`src/rtl/hazard_control_unit.sv`:
```
// rtl/hazard_control_unit.sv - pipeline stall/flush/freeze sequencing for the 5-stage core.
// Optional HAZARD_PERF_EN adds Stall_Cycles / Flush_Cycles performance counters.
module hazard_control_unit #(
  parameter int FLUSH_DEPTH = 1,
  parameter int MEM_TIMEOUT = 255
) (
  input  logic        clk,
  input  logic        rst_n,
  input  logic [4:0]  IF_ID_RS1,
  input  logic [4:0]  IF_ID_RS2,
  input  logic        IF_ID_UsesRS1,
  input  logic        IF_ID_UsesRS2,
  input  logic [4:0]  ID_EX_RD,
  input  logic        ID_EX_MemRead,
  input  logic        EX_Redirect,
  input  logic        DMEM_Req,
  input  logic        DMEM_Ready,
  output logic        PC_Write,
  output logic        IF_ID_Write,
  output logic        IF_ID_Flush,
  output logic        ID_EX_Bubble,
  output logic        ID_EX_Hold,
  output logic        EX_MEM_Hold,
  output logic        MEM_WB_Bubble,
`ifdef HAZARD_PERF_EN
  output logic [31:0] Stall_Cycles,
  output logic [31:0] Flush_Cycles,
`endif
  output logic        MEM_Timeout
);

  localparam logic [1:0] RUN      = 2'd0;
  localparam logic [1:0] FLUSH    = 2'd1;
  localparam logic [1:0] MEM_WAIT = 2'd2;

  localparam logic [1:0] FLUSH_RELOAD = 2'(FLUSH_DEPTH - 1);
  localparam logic [7:0] TIMEOUT_VAL  = 8'(MEM_TIMEOUT);
  localparam logic       TIMEOUT_EN   = (MEM_TIMEOUT != 0);
  localparam logic       MULTI_FLUSH  = (FLUSH_DEPTH > 1);

  logic [1:0] state, state_n;
  logic [1:0] flush_cnt, flush_cnt_n;
  logic [7:0] wait_cnt, wait_cnt_n;

  logic load_use_hit;
  logic timeout_hit;
  logic mem_stall;

  always_comb begin
    load_use_hit = ID_EX_MemRead && (ID_EX_RD != 5'd0) &&
                   ((IF_ID_UsesRS1 && (ID_EX_RD == IF_ID_RS1)) ||
                    (IF_ID_UsesRS2 && (ID_EX_RD == IF_ID_RS2)));
    timeout_hit  = TIMEOUT_EN && (state == MEM_WAIT) &&
                   (wait_cnt == TIMEOUT_VAL) && !DMEM_Ready;
    // An expiring wait wins over a still-pending request so the pipe can move on.
    mem_stall    = DMEM_Req && !DMEM_Ready && !timeout_hit;
  end

  always_comb begin
    PC_Write      = 1'b1;
    IF_ID_Write   = 1'b1;
    IF_ID_Flush   = 1'b0;
    ID_EX_Bubble  = 1'b0;
    ID_EX_Hold    = 1'b0;
    EX_MEM_Hold   = 1'b0;
    MEM_WB_Bubble = 1'b0;
    MEM_Timeout   = 1'b0;
    state_n       = state;
    flush_cnt_n   = flush_cnt;
    wait_cnt_n    = wait_cnt;

    if (mem_stall) begin
      PC_Write      = 1'b0;
      IF_ID_Write   = 1'b0;
      ID_EX_Hold    = 1'b1;
      EX_MEM_Hold   = 1'b1;
      MEM_WB_Bubble = 1'b1;
      state_n       = MEM_WAIT;
      wait_cnt_n    = (wait_cnt == 8'hFF) ? wait_cnt : wait_cnt + 8'd1;
    end else begin
      state_n    = RUN;
      wait_cnt_n = 8'd0;
      if (timeout_hit) begin
        MEM_Timeout   = 1'b1;
        MEM_WB_Bubble = 1'b1;
      end
      if (EX_Redirect) begin
        IF_ID_Flush  = 1'b1;
        ID_EX_Bubble = 1'b1;
        if (MULTI_FLUSH) begin
          state_n     = FLUSH;
          flush_cnt_n = FLUSH_RELOAD;
        end else begin
          flush_cnt_n = 2'd0;
        end
      end else if (state == FLUSH) begin
        // Wrong-path fetches still arriving from a registered IMEM; no load-use here.
        IF_ID_Flush = 1'b1;
        flush_cnt_n = flush_cnt - 2'd1;
        state_n     = (flush_cnt <= 2'd1) ? RUN : FLUSH;
      end else if (load_use_hit) begin
        PC_Write     = 1'b0;
        IF_ID_Write  = 1'b0;
        ID_EX_Bubble = 1'b1;
      end
    end

    if (!rst_n) begin
      PC_Write      = 1'b0;
      IF_ID_Write   = 1'b0;
      IF_ID_Flush   = 1'b1;
      ID_EX_Bubble  = 1'b1;
      ID_EX_Hold    = 1'b0;
      EX_MEM_Hold   = 1'b0;
      MEM_WB_Bubble = 1'b1;
      MEM_Timeout   = 1'b0;
    end
  end

  always_ff @(posedge clk) begin
    if (!rst_n) begin
      state     <= RUN;
      flush_cnt <= 2'd0;
      wait_cnt  <= 8'd0;
    end else begin
      state     <= state_n;
      flush_cnt <= flush_cnt_n;
      wait_cnt  <= wait_cnt_n;
    end
  end

`ifdef HAZARD_PERF_EN
  always_ff @(posedge clk) begin
    if (!rst_n) begin
      Stall_Cycles <= 32'd0;
      Flush_Cycles <= 32'd0;
    end else begin
      if (!PC_Write)   Stall_Cycles <= Stall_Cycles + 32'd1;
      if (IF_ID_Flush) Flush_Cycles <= Flush_Cycles + 32'd1;
    end
  end
`endif

endmodule

```
`config.mk`:
```
export PLATFORM = sky130hd
export DESIGN_NAME = hazard_control_unit
export DESIGN_NICKNAME = d
export VERILOG_FILES = /design/src/rtl/hazard_control_unit.sv
export SDC_FILE = /design/constraint.sdc
export NUM_CORES = 1
export LEC_CHECK = 0
export BUFFER_PORTS_ARGS = -buffer_cell sky130_fd_sc_hd__buf_2
export CAP_MARGIN = 20
export CELL_PAD_IN_SITES_DETAIL_PLACEMENT = 0
export CELL_PAD_IN_SITES_GLOBAL_PLACEMENT = 2
export CORE_MARGIN = 4
export CORE_UTILIZATION = 28
export DETAILED_ROUTE_END_ITERATION = 16
export PLACE_DENSITY = 0.91
export SYNTH_ARGS = -nofsm -noshare
export SYNTH_HDL_FRONTEND = slang
export SYNTH_SLANG_ARGS = --single-unit
```
`constraint.sdc`:
```
create_clock -name clk -period 2.8 [get_ports clk]
set_clock_uncertainty 0.15 [all_clocks]
set_input_delay 0.28 -clock clk [delete_from_list [all_inputs] [get_ports clk]]
set_output_delay 0.28 -clock clk [all_outputs]
set_load 0.01 [all_outputs]
```
======== Yosys cells after proc, flatten, opt, wreduce, memory -nomap -nowiden ========
Index checks and enable logic that the tools add are counted.
cells by class
  $add $sub $neg .......................... 2
  order comparisons ....................... 1
  equal/unequal tests ..................... 5
  mux-type cells .......................... 27
  bitwise logic cells ..................... 3
  reductions and logical operators ........ 16
operators by type and width
  cell                                                                              number
  1-bit two-way mux                                                                 24
  5-bit equality test                                                               2
  8-bit by 1-bit adder with 8-bit output, second input constant                     1
  8-bit equality test, second input constant                                        1
  1-bit logical AND                                                                 8
  2-bit two-way mux                                                                 3
  5-bit nonzero test                                                                1
  2-bit AND reduction                                                               2
  4-bit OR reduction                                                                1
  1-bit inverter                                                                    3
  2-bit by 1-bit equality test with 1-bit output, second input constant             1
  2-bit equality test, second input constant                                        1
  2-bit by 1-bit less-or-equal comparator with 1-bit output, second input constant  1
  1-bit zero test                                                                   2
  2-bit nonzero test                                                                1
  2-bit by 1-bit subtractor with 2-bit output, second input constant                1
  1-bit logical OR                                                                  1
word-level totals
  register bits ........................... 12
  input bits .............................. 23
  output and inout bits ................... 8
  logic and storage cells ................. 58

======== Depth between registers and ports, before layout ========
  word-level depth ........................ 9
  depth in mapped cells ................... 7
  gate-level depth less buffers ........... 5

======== Worst setup path after synthesis ========
OpenSTA, ideal clock, no wires.
  kind .................................... register to output
  from .................................... register wait_cnt[0]
  to ...................................... output port ID_EX_Hold
  arrival ................................. 1.397 ns
  required time ........................... 2.370 ns
  setup slack ............................. 0.973 ns
  cell stages (with the launch flop) ...... 8
  path buffers ............................ 2
  path through ............................ dfxtp_1 > ha_1 > and3_1 > buf_6 > nand3_1 > nand3_2 > inv_1 > buf_4
between the ends
  cells in the longest elaborated chain, start to end .. 7
RTL lines
  item                            RTL line  text
  start: declaration              43        logic [7:0] wait_cnt, wait_cnt_n;
  start signal: assignment        128       wait_cnt <= wait_cnt_n;
  8-bit equality test             54        (wait_cnt == TIMEOUT_VAL) && !DMEM_Ready;
  1-bit logical AND               53        timeout_hit = TIMEOUT_EN && (state == MEM_WAIT) &&
  1-bit logical AND               54
  1-bit zero test                 56        mem_stall = DMEM_Req && !DMEM_Ready && !timeout_hit;
  1-bit logical AND               56
  1-bit two-way mux (2 in a row)  n/a
  end: declaration                22        output logic ID_EX_Hold,
No other way between the ends.

======== Final worst setup path ========
  from .................................... register wait_cnt[0]
  to ...................................... output port ID_EX_Bubble
between the ends
  cells in the longest elaborated chain, start to end .. 7
RTL lines
  item                 RTL line  text
  8-bit equality test  54
  1-bit logical AND    53
  1-bit logical AND    54
  1-bit zero test      56
  1-bit logical AND    56
  1-bit two-way mux    72        if (mem_stall) begin
  1-bit two-way mux    108       if (!rst_n) begin
  end: declaration     21        output logic ID_EX_Bubble,
No other way between the ends.

==> flow_metrics.py <==
metrics = {
    "outcome": {
        "outcome": "complete, no violations",
    },
    "synth": {
        "netlist_area_um2": 800,
        "synth_cells": 95,
        "syn_nets": 120,
        "synth.distinct_cells": 37,
        "synth-edff-count": 0,
        "async_reset_ff_share_pct": 0,
        "ys_seq_elements": 12,
        "synth-main-ff-cell": "dfxtp_1",
        "yosysWarnings": 0,
        "avgSynthCellArea_um2": 8.42,
        "yosysSeqAreaShare_pct": 30.0,
    },
    "floorplanning": {
        "die-width_um": 61.4,
        "num_rows": 19,
        "die-area_um2": 3770,
        "pin_count": 31,
        "die_h_um": 61.4,
        "core-area_um2": 2730,
        "initial_core_util_pct": 29.2,
    },
    "setup_path": {
        "start_kind": "flip-flop",
        "worstPathMaxFanout": 6,
        "critPathArrivalTime_ps": 1870,
        "setup.worst_path.end_class": "output port",
        "r2r_setup_slack_ps": 1100,
        "critPathRequiredTime_ps": 2370,
        "r2r-end": "flush_cnt[1]$_SDFFE_PN0P_",
        "cp_cell_sequence": "ha_1 > and3_1 > a311oi_4 > o21a_1 > o31ai_1 > buf_2",
        "r2r_cells": 5,
        "crit_type": "reg -> out",
        "crit_path_max_incr_delay_ps": 360,
        "r2r-start": "wait_cnt[0]$_SDFFE_PN0P_",
        "critPathSlowestCell": "a311oi_4",
    },
    "timing": {
        "worst_slew_pin_slew_ps": 372,
        "fmax_mhz": 435,
        "hold_violations": 0,
        "setup_viol_count_final": 0,
        "max_slew_margin_pct": 75.1,
        "hold_ws_ps": 188,
        "setup_tns_ps": 0,
        "timing.final.crit_period_ps": 2300,
        "slew_violations": 0,
        "fin_crit_sh_pct": 82.2,
        "rsz0062_at_grt": "false",
    },
    "routing": {
        "vias_per_cell": 5.03,
        "drc": 0,
        "firstDrtPassIters": 4,
        "drtIter0Drc": 29,
        "routed-via-count": 785,
        "routed_wl_um": 1850,
        "detail-route-antenna-nets": 0,
        "wire_per_inst_um": 11.8,
    },
    "min_path": {
        "hold_path_class": "in -> reg",
        "min_to": "flush_cnt[0]$_SDFFE_PN0P_",
        "hp-start": "rst_n",
        "hold_depth": 3,
    },
    "clock_tree": {
        "cts_setup_buffers": 0,
        "clock-sinks": 12,
        "clock_path_buffers": 2,
        "clockRootBuffer": "clkbuf_4",
        "cts_htree_levels": 1,
        "insertion_delay_ps": 270,
        "cts_tree": "done",
        "cts_buffers": 3,
        "post_cts_resized": 0,
        "cts_hold_buf": 0,
        "path_clk_slew_ps": 70,
    },
    "place": {
        "hpwl_um": 1460,
        "portBuffers": 30,
        "gp_congestion": 0.769,
    },
    "power": {
        "irDropWorstVdd_mv": 0.189,
        "p_per_area_nw_per_um2": 371,
        "cellLeakagePower_nw": 0.428,
    },
    "finish": {
        "drive_above_1_share_pct": 29.6,
        "layout_common_cells": "buf_2, dfxtp_1, nor2_1, xor2_1",
        "layout.nets": 151,
        "final_common_cell": "buf_2",
        "area_growth_pct": 24.4,
        "n_antenna_cell": 0,
    },
    "grt": {
        "grt_util_all_layers_pct": 9.69,
        "gr-total-overflow": 0,
        "antenna_found_initial": 0,
        "grt_first_pass_wirelength_um": 2790,
        "grt_pass1_vias": 702,
        "grt_max_degree": 11,
    },
    "job": {
        "maxCapViolations": 0,
    },
}
worst max-delay path: cells and delay by family, from the launching register on:
kind | cells | cell delay, ps
compound gates | 3 | 580
flops | 1 | 340
simple gates | 1 | 270
fa+ha+maj | 1 | 240
buf+inv | 1 | 150
sequential cells by signal (all words and copies together), names as in the netlist:
name and count:
state 2, flush_cnt 2, wait_cnt 8
metrics by stage:
| step | utilization (%) | instance area [µm²] | power, mW | std cells | worst slack [ps] |
|---|---|---|---|---|---|
| after floorplan | - | 800 | 0.211 | 95 | 973 |
| after global routing | 36.4 | 995 | 0.387 | 156 | 372 |
| after detailed placement | 35.1 | 958 | 0.239 | 152 | 786 |
| after CTS | 36.4 | 995 | 0.375 | 156 | 482 |
| final | 36.4 | 995 | 0.369 | 156 | 499 |
| after global placement | 35.1 | 958 | 0.238 | 152 | 847 |
synth_stat cells, types with 2 or more instances:
master / n / share of area [%]
nor2_1: 10 / 4.7
inv_1: 5 / 2.3
nand3_1: 3 / 1.9
buf_4: 2 / 1.9
and3_1: 3 / 2.3
xor2_1: 10 / 11
nand2_1: 4 / 1.9
ha_1: 2 / 3.1
and4b_1: 2 / 2.5
nor2b_1: 2 / 1.6
xnor2_1: 2 / 2.2
a21oi_1: 3 / 1.9
nor3_1: 5 / 3.1
nand4_1: 2 / 1.6
o211ai_1: 2 / 1.9
dfxtp_1: 12 / 30
o21ai_0: 5 / 3.1
o21a_1: 2 / 1.9
worst max path at each step:
stage	from	to	slack (ps)	depth (start not counted)
floorplan	wait_cnt[0]$_SDFFE_PN0P_	ID_EX_Hold	970	7
finish	wait_cnt[0]$_SDFFE_PN0P_	ID_EX_Bubble	500	6
global route	wait_cnt[0]$_SDFFE_PN0P_	ID_EX_Bubble	370	6
global placement	wait_cnt[0]$_SDFFE_PN0P_	ID_EX_Bubble	850	6
detailed placement	wait_cnt[0]$_SDFFE_PN0P_	ID_EX_Bubble	790	6
CTS	wait_cnt[0]$_SDFFE_PN0P_	ID_EX_Bubble	480	6
area by class of cell:
class                           count  area (µm²)
Clock buffer                        4        36.3
Fill cell                         278        1740
Inverter                            5        18.8
Timing Repair Buffer               30         150
Sequential cell                    12         240
Tap cell                           31        38.8
Multi-Input combinational cell     74         510
cells by family after synthesis:
logic type                 after synthesis  share of synthesized area, %
DFF                                     12                          30.0
buffers and inverters                    9                          6.10
AOI/OAI and AO/OA                       21                          19.7
and+or+nand+nor                         39                          27.9
xor gates and xnor gates                12                          13.1
adders and majority gates                2                          3.13
metal layers:
layer	GRT usage (%)	routed length (µm)	vias to the layer above
li1	-	-	407
met1	11.2	800	340
met2	16.9	754	34
met3	2.73	273	4
met4	3.64	17	0
met5	0	0	-
power by group:
part           switching (mW)  internal (mW)
Combinational          0.0321         0.0303
Sequential            0.00100          0.172
Clock                  0.0547         0.0790
Power figures use the tool's default switching activity.
